File: config.mk
export PLATFORM = sky130hd
export DESIGN_NAME = logic_stable_filter
export DESIGN_NICKNAME = d
export VERILOG_FILES = /design/src/rtl/lynxTypes.sv /design/src/rtl/logic_sat_cnt.sv /design/src/rtl/logic_stable_filter.sv
export SDC_FILE = /design/constraint.sdc
export NUM_CORES = 2
export LEC_CHECK = 0
export ABC_AREA = 1
export CORE_UTILIZATION = 35
export CTS_CLUSTER_SIZE = 30
export DETAILED_ROUTE_END_ITERATION = 16
export GPL_ROUTABILITY_DRIVEN = 0
export PLACE_DENSITY = 0.54
export SLEW_MARGIN = 30
export SYNTH_ARGS = -nofsm -noshare
export SYNTH_HDL_FRONTEND = slang
export SYNTH_HIERARCHICAL = 1
export SYNTH_SLANG_ARGS = --single-unit
File: constraint.sdc
create_clock -name aclk -period 4.4 [get_ports aclk]
set_input_delay 0.44 -clock aclk [delete_from_list [all_inputs] [get_ports aclk]]
set_output_delay 0.44 -clock aclk [all_outputs]
set_load 0.005 [all_outputs]
File: src/rtl/lynxTypes.sv
// Shared type definitions for the lynx datapath blocks.
package lynxTypes;

  localparam int unsigned AXI_DATA_BITS = 512;

  // Stability filter FSM states.
  typedef enum logic [0:0] {
    ST_STABLE,
    ST_SETTLE
  } stable_state_t;

endpackage

File: src/rtl/logic_sat_cnt.sv
// Generic up-counter that holds at all-ones instead of wrapping.
module logic_sat_cnt #(
  parameter int unsigned WIDTH = 32
) (
  input  logic             aclk,
  input  logic             areset,
  input  logic             inc,
  output logic [WIDTH-1:0] cnt
);

  logic [WIDTH-1:0] cnt_d, cnt_q;

  // Next count: step by one unless already saturated.
  always_comb begin
    cnt_d = cnt_q;
    if (inc && (cnt_q != '1)) begin
      cnt_d = cnt_q + WIDTH'(1);
    end
  end

  // Count register with synchronous reset.
  always_ff @(posedge aclk) begin
    if (areset) begin
      cnt_q <= '0;
    end else begin
      cnt_q <= cnt_d;
    end
  end

  assign cnt = cnt_q;

endmodule

File: src/rtl/logic_stable_filter.sv
// Stability filter placed after a bitwise CDC synchroniser. A new bus value is
// committed to m_data only after it has been sampled unchanged for STABLE_CYCLES
// consecutive cycles, hiding inter-bit skew. Each commit raises a valid/ready
// change event; a newer commit while an event is pending coalesces into it.
// Optional: define LOGIC_STABLE_STATS_EN to add a saturating glitch_cnt output
// counting candidate restarts during settling.
module logic_stable_filter
  import lynxTypes::*;
#(
  parameter int unsigned DATA_BITS     = AXI_DATA_BITS,
  parameter int unsigned STABLE_CYCLES = 4
) (
  input  logic                 aclk,
  input  logic                 areset,
  input  logic [DATA_BITS-1:0] s_data,
  output logic [DATA_BITS-1:0] m_data,
  output logic                 m_evt_valid,
  input  logic                 m_evt_ready,
  output logic                 m_settling
`ifdef LOGIC_STABLE_STATS_EN
  ,
  output logic [31:0]          glitch_cnt
`endif
);

  localparam int unsigned CNT_BITS = $clog2(STABLE_CYCLES + 1);
  localparam logic [CNT_BITS-1:0] CntLast = CNT_BITS'(STABLE_CYCLES - 1);
  // Idle value: one past the last settle step, so the counter never wraps.
  localparam logic [CNT_BITS-1:0] CntIdle = CNT_BITS'(STABLE_CYCLES);

  logic [DATA_BITS-1:0] s_d, s_q;
  logic [DATA_BITS-1:0] cand_d, cand_q;
  logic [DATA_BITS-1:0] m_data_d, m_data_q;
  logic [CNT_BITS-1:0]  cnt_d, cnt_q;
  logic                 evt_valid_d, evt_valid_q;
  stable_state_t        state_d, state_q;

  // Next-state logic for the settle FSM, candidate, counter and event flag.
  always_comb begin
    s_d         = s_data;
    cand_d      = cand_q;
    cnt_d       = cnt_q;
    m_data_d    = m_data_q;
    state_d     = state_q;
    // Handshake clears a pending event; a commit below overrides this.
    evt_valid_d = evt_valid_q && !m_evt_ready;

    unique case (state_q)
      ST_STABLE: begin
        if (s_q != cand_q) begin
          cand_d  = s_q;
          cnt_d   = '0;
          state_d = ST_SETTLE;
        end
      end
      ST_SETTLE: begin
        if (s_q != cand_q) begin
          // Input moved again before settling: restart on the new value.
          cand_d = s_q;
          cnt_d  = '0;
        end else if (cnt_q == CntLast) begin
          cnt_d   = CntIdle;
          state_d = ST_STABLE;
          // A bounce back to the committed value completes silently.
          if (cand_q != m_data_q) begin
            m_data_d    = cand_q;
            evt_valid_d = 1'b1;
          end
        end else begin
          cnt_d = cnt_q + CNT_BITS'(1);
        end
      end
      default: begin
        state_d = ST_STABLE;
      end
    endcase
  end

  // State registers with synchronous reset.
  always_ff @(posedge aclk) begin
    if (areset) begin
      s_q         <= '0;
      cand_q      <= '0;
      cnt_q       <= CntIdle;
      m_data_q    <= '0;
      evt_valid_q <= 1'b0;
      state_q     <= ST_STABLE;
    end else begin
      s_q         <= s_d;
      cand_q      <= cand_d;
      cnt_q       <= cnt_d;
      m_data_q    <= m_data_d;
      evt_valid_q <= evt_valid_d;
      state_q     <= state_d;
    end
  end

  assign m_data      = m_data_q;
  assign m_evt_valid = evt_valid_q;
  assign m_settling  = (state_q == ST_SETTLE);

`ifdef LOGIC_STABLE_STATS_EN
  logic glitch;

  // Only restarts inside SETTLE count; entry from STABLE is not a glitch.
  assign glitch = (state_q == ST_SETTLE) && (s_q != cand_q);

  logic_sat_cnt #(
    .WIDTH (32)
  ) u_glitch_cnt (
    .aclk   (aclk),
    .areset (areset),
    .inc    (glitch),
    .cnt    (glitch_cnt)
  );
`endif

endmodule

After elaboration in Yosys (flattened, before gate mapping)

Cells that the tools add are included.

Register bits after elaboration: 1,541
Latch bits: 0
RAM bits: 0
Bits in read-only memories: 0
Bits of input ports: 515
Output and inout port bits: 514
Logic and storage cells: 29
Memories kept: 0

Add/subtract/negate cells: 1
$mul: 0
Div/mod/pow operators: 0
$lt $le $gt $ge: 0
Eq/ne operators: 4
Shifts and indexed selects: 0
Muxes and demuxes: 13
Bitwise gates (word level): 2
Reduce and logical (&&, ||, !) cells: 3

Operator list:

| kind                                                                   | count |
|---|---|
| 512-bit != test                                                        | 2 |
| 512-bit 2-to-1 mux                                                     | 1 |
| 3-bit 2-to-1 mux                                                       | 3 |
| 1-bit 2-to-1 mux                                                       | 7 |
| 3-bit case mux with 2 select lines                                     | 1 |
| 4-bit AND reduction                                                    | 1 |
| 3-bit by 1-bit adder with 3-bit output (second input constant)         | 1 |
| 3-bit by 2-bit equality test with 1-bit output (second input constant) | 1 |
| 2-bit != test (second input constant)                                  | 1 |
| 1-bit NOT                                                              | 2 |
| 1-bit case mux with 2 select lines                                     | 1 |
| 1-bit logical AND                                                      | 1 |
| 1-bit logical NOT                                                      | 1 |

Logic depth before layout (Yosys ltp)

Depth after elaboration: 6
Depth in mapped cells: 19
Mapped depth without buffers: 16

Least setup slack after synthesis

Ideal clock, no wire load.

Path kind: register to register
Start: register cand_q[0]
End: register m_data_q[207], in the netlist m_data[207]
Setup time: 0.113 ns
Data arrival time: 1.928 ns
Data required time: 4.287 ns
Setup slack: 2.360 ns
Cell stages (with the launch flop): 20
Path buffers: 4
Period minus slack after synthesis: 2.040 ns
Cells stage by stage: dfxtp_1 -> inv_2 -> nand2_1 -> nand2_1 -> nor2_1 -> nand2_1 -> nor2_1 -> nand2_1 -> nor2_1 -> nand2_1 -> nor2_1 -> nand2_1 -> nor2_2 -> nand3_1 -> buf_2 -> buf_6 -> buf_6 -> buf_6 -> nor2_1 -> nor2_1

Longest elaborated chain between the ends: 3
Elaborated cells between the ends (all ways): 4
Classes of those cells: 2 x eq/ne; 1 x bitwise; 1 x reduce/logical

Ends and longest elaborated chain:

| item                              | line                      | source |
|---|---|---|
| start, declared                   | logic_stable_filter.sv:32 | `logic [DATA_BITS-1:0] cand_d, cand_q;` |
| start signal, assigned            | logic_stable_filter.sv:90 | `cand_q <= cand_d;` |
| 512-bit != test                   | logic_stable_filter.sv:57 | `if (s_q != cand_q) begin` |
| 1-bit NOT (no line)               | -                         |  |
| 4-bit AND reduction (no line) (*) | -                         |  |
| end signal, assigned              | logic_stable_filter.sv:92 | `m_data_q <= m_data_d;` |
| end, declared                     | logic_stable_filter.sv:33 | `logic [DATA_BITS-1:0] m_data_d, m_data_q;` |

Every way passes the cells marked *; elsewhere a longest branch is shown, timed or not.
A chain may end at the register's enable or synchronous reset.

Final worst setup path

Start: register cand_q[418]
End: register m_data_q[17], in the netlist m_data[17]

The elaborated chain is that of the path after synthesis.

==> summary.md <==
| Metric | Value |
|---|---|
| Status | `finished, final reports clean` |
| Die area | `184900 µm²` |
| Sum of negative setup slack | `0 ps` |
| Initial core utilization | `35.36%` |
| Vias | `54090` |
| Share of cells above drive strength 1 | `3.515%` |
| Post-Synth Adder-Cell Area | `0.03902%` |
| Max_cap viols | `0` |
| Sequential cell area | `30850 µm²` |
| CTS root buffer | `clkbuf_16` |
| Core Footprint | `181300 µm²` |
| Commonest cells after routing, fill and taps aside | `nor2_1, nand2_1, inv_1, dfxtp_1, clkdlybuf4s50_1` |
| Post-route ant nets | `0` |
| Startpoint Class | `flip-flop` |
| Syn Inst Count | `9368` |
| Largest family of logic cells by synthesized area | `simple AND/OR/NAND/NOR gates` |
| Post-synthesis compound-gate area fraction | `0.04293%` |
| CTS tree | `yes` |
| CP Max Fanout | `106` |
| DRC Markers | `0` |
| Simple-gate area share of the yosys netlist | `29.74%` |
| Pleak | `42.33 nW` |
| Fmax | `273.9 MHz` |
| Max-slew violation count | `0` |
| Worst Setup SP | `cand_q[418]$_SDFFE_PP0P_` |
| CTS Buffer Depth | `3` |
| Hold Crit Class | `in2reg` |
| Power Dens Cells | `390.1 nW/µm²` |
| Per-cell routed wire length | `16.15 µm` |
| CTS clock-pin slew for the worst setup and hold paths | `60 ps` |
| I/O pin count | `1029` |
| PortBufs | `1028` |
| XOR/XNOR Fraction of Synth Area | `9.329%` |
| Num rows | `156` |
| Ys Warns | `6` |
| Die width | `430.0 µm` |
| Syn avg cell area | `6.845 µm²` |
| Total GRT Usage | `21.88%` |
| Non-Filler Instances | `12870` |
| Final setup fails | `0` |
| Vias per Instance | `4.204` |
| Commonest non-fill, non-tap cell in the layout | `nor2_1` |
| Minimum period implied by the final worst setup slack | `3650 ps` |
| Count of cell types in the netlist | `20` |
| H-tree depth | `4` |
| Syn_nets | `9885` |
| Post-synthesis mux area share | `0%` |
| First-pass GRT wire length | `306.8 mm` |
| Area growth syn-to-layout | `29.00%` |
| CTS Hold Bufs | `1` |
| Setup WS post-layout | `749.6 ps` |
| #FFs+latches synth | `1541` |
| Nets@finish | `10840` |
| Multi-input gate area | `25120 µm²` |
| Worst Max-Slew Pin Slew | `904.4 ps` |
| Tcrit/Tclk final | `82.96%` |
| Cts repair resizes | `0` |
| CP arrival | `4400 ps` |
| Worst path required time | `5150 ps` |
| Vias in the first global route | `51030` |
| Setup bufs post-CTS | `0` |
| Placed insts | `12520` |
| Area after DPL | `76590 µm²` |
| Fillers | `18190` |
| Die Y | `430.0 µm` |
| Slew headroom | `39.70%` |
| Final instance area | `82720 µm²` |
| Worst reg2reg path startpoint | `cand_q[418]$_SDFFE_PP0P_` |
| RSZ-0062 raised after global routing | `no` |
| CP endpoint | `m_data[17]$_SDFFE_PP0P_` |
| Grt total ovfl | `0` |
| DR iter-0 viols | `2850` |
| CP Capture Type | `flip-flop` |
| CTS Sinks | `1541` |
| Placed wire-length estimate | `157.0 mm` |
| Worst vdd ir | `264.5 µV` |
| Crit path kind | `reg2reg` |
| Drt pass-1 iters | `7` |
| Hold Violations, Final | `0` |
| Register area share after synthesis | `48.11%` |
| Largest net degree at the start of global routing | `189` |
| Clock buffer count from CTS | `173` |
| Total Wirelength | `207.8 mm` |
| Worst r2r path cells | `18` |
| Worst r2r dst | `m_data[17]$_SDFFE_PP0P_` |
| Worst-skew pair later-pin latency | `820 ps` |
| Dpl ws | `770.2 ps` |
| Flop2flop setup slack | `750 ps` |
| Max Clock Skew | `28.13 ps` |
| Initial antenna violation count | `49` |
| Mapped Area | `64120 µm²` |
-- cells by family after synthesis --
family | after synthesis
simple gates | 5052
buf+inv | 2085
flops | 1541
xor+xnor | 683
compound gates | 5
fa+ha+maj | 2
-- metal layers --
layer / wire length (µm) / part of all wire, % / vias up / track usage [%]
li1: - / - / 28340 / -
met1: 88470 / 43 / 24250 / 26.23
met2: 97950 / 47 / 1077 / 36.58
met3: 10380 / 5.0 / 401 / 4.498
met4: 10850 / 5.2 / 22 / 11.83
met5: 148 / 0.071 / - / 0
-- state kept, by name, summed over array words and instances (netlist names) --
| signal | cells |
|---|---|
| cand_q | 512 |
| m_data | 512 |
| s_q | 512 |
| cnt_q | 3 |
| m_evt_valid | 1 |
| m_settling | 1 |
-- worst max-delay path, stage by stage, from the launching register on --
cell	delay, ps
dfxtp_1	410
inv_2	40
nand2_1	50
nand2_1	50
nor2_1	90
nand2_1	60
nor2_1	320
nand2_1	170
nor2_1	400
nand2_1	100
nor2_1	280
nand2_1	110
nor2_2	250
nand3_4	300
buf_12	290
buf_12	210
nand2_1	140
nand2_1	60
nor2_1	100
-- worst min-delay path by stage --
stage,from,to,slack [ps],cells past startpoint
3_3_place_gp,s_q[357]$_SDFF_PP0_,cand_q[357]$_SDFFE_PP0P_,420,2
5_1_grt,s_data[219],s_q[219]$_SDFF_PP0_,100,3
3_5_place_dp,s_q[284]$_SDFF_PP0_,cand_q[284]$_SDFFE_PP0P_,420,2
4_1_cts,s_data[187],s_q[187]$_SDFF_PP0_,60,3
6_report,s_data[187],s_q[187]$_SDFF_PP0_,140,3
2_1_floorplan,s_q[103]$_SDFF_PP0_,cand_q[103]$_SDFFE_PP0P_,410,2
-- cells in the mapped netlist --
master / number / area share [%]
nor2_1: 2556 / 15
nand2_1: 2448 / 14
inv_1: 1764 / 10
dfxtp_1: 1541 / 48
xnor2_1: 386 / 5.3
xor2_1: 297 / 4.1
clkbuf_1: 177 / 1.0
buf_2: 69 / 0.54
inv_2: 36 / 0.21
buf_6: 34 / 0.60
nand4_1: 34 / 0.33
nand3_1: 10 / 0.078
buf_1: 5 / 0.029
a21oi_1: 3 / 0.023
ha_1: 2 / 0.039
or2_2: 2 / 0.020
nand3b_1: 1 / 0.012
nor2_2: 1 / 0.0098
o211ai_1: 1 / 0.012
o21ai_0: 1 / 0.0078
-- where the power goes --
group / total (mW) / internal, mW / switching (mW)
Combinational: 2.23 / 1.02 / 1.21
Clock: 15.3 / 9.17 / 6.10
Sequential: 14.8 / 14.4 / 0.371
-- per-stage QoR --
step                utilization (%)  power, mW  hold WS (ps)
detailed placement            42.24      17.33         422.3
finish                        45.62      32.27         135.6
global route                  45.61      33.62         95.29
floorplan                         -      16.27         414.7
global placement              42.24      17.31         416.4
CTS                           45.58      32.71         61.13
-- cell type report --
| cell class | count | area share, % |
|---|---|---|
| Inverter | 1800 | 8.183 |
| Timing Repair Buffer | 1068 | 13.18 |
| Antenna cell | 26 | 0.07866 |
| Sequential cell | 1541 | 37.30 |
| Clock inverter | 64 | 1.054 |
| Clock buffer | 254 | 6.261 |
| Multi-Input combinational cell | 5742 | 30.37 |
| Tap cell | 2370 | 3.585 |
No activity file was read; power rests on OpenSTA's default activity.
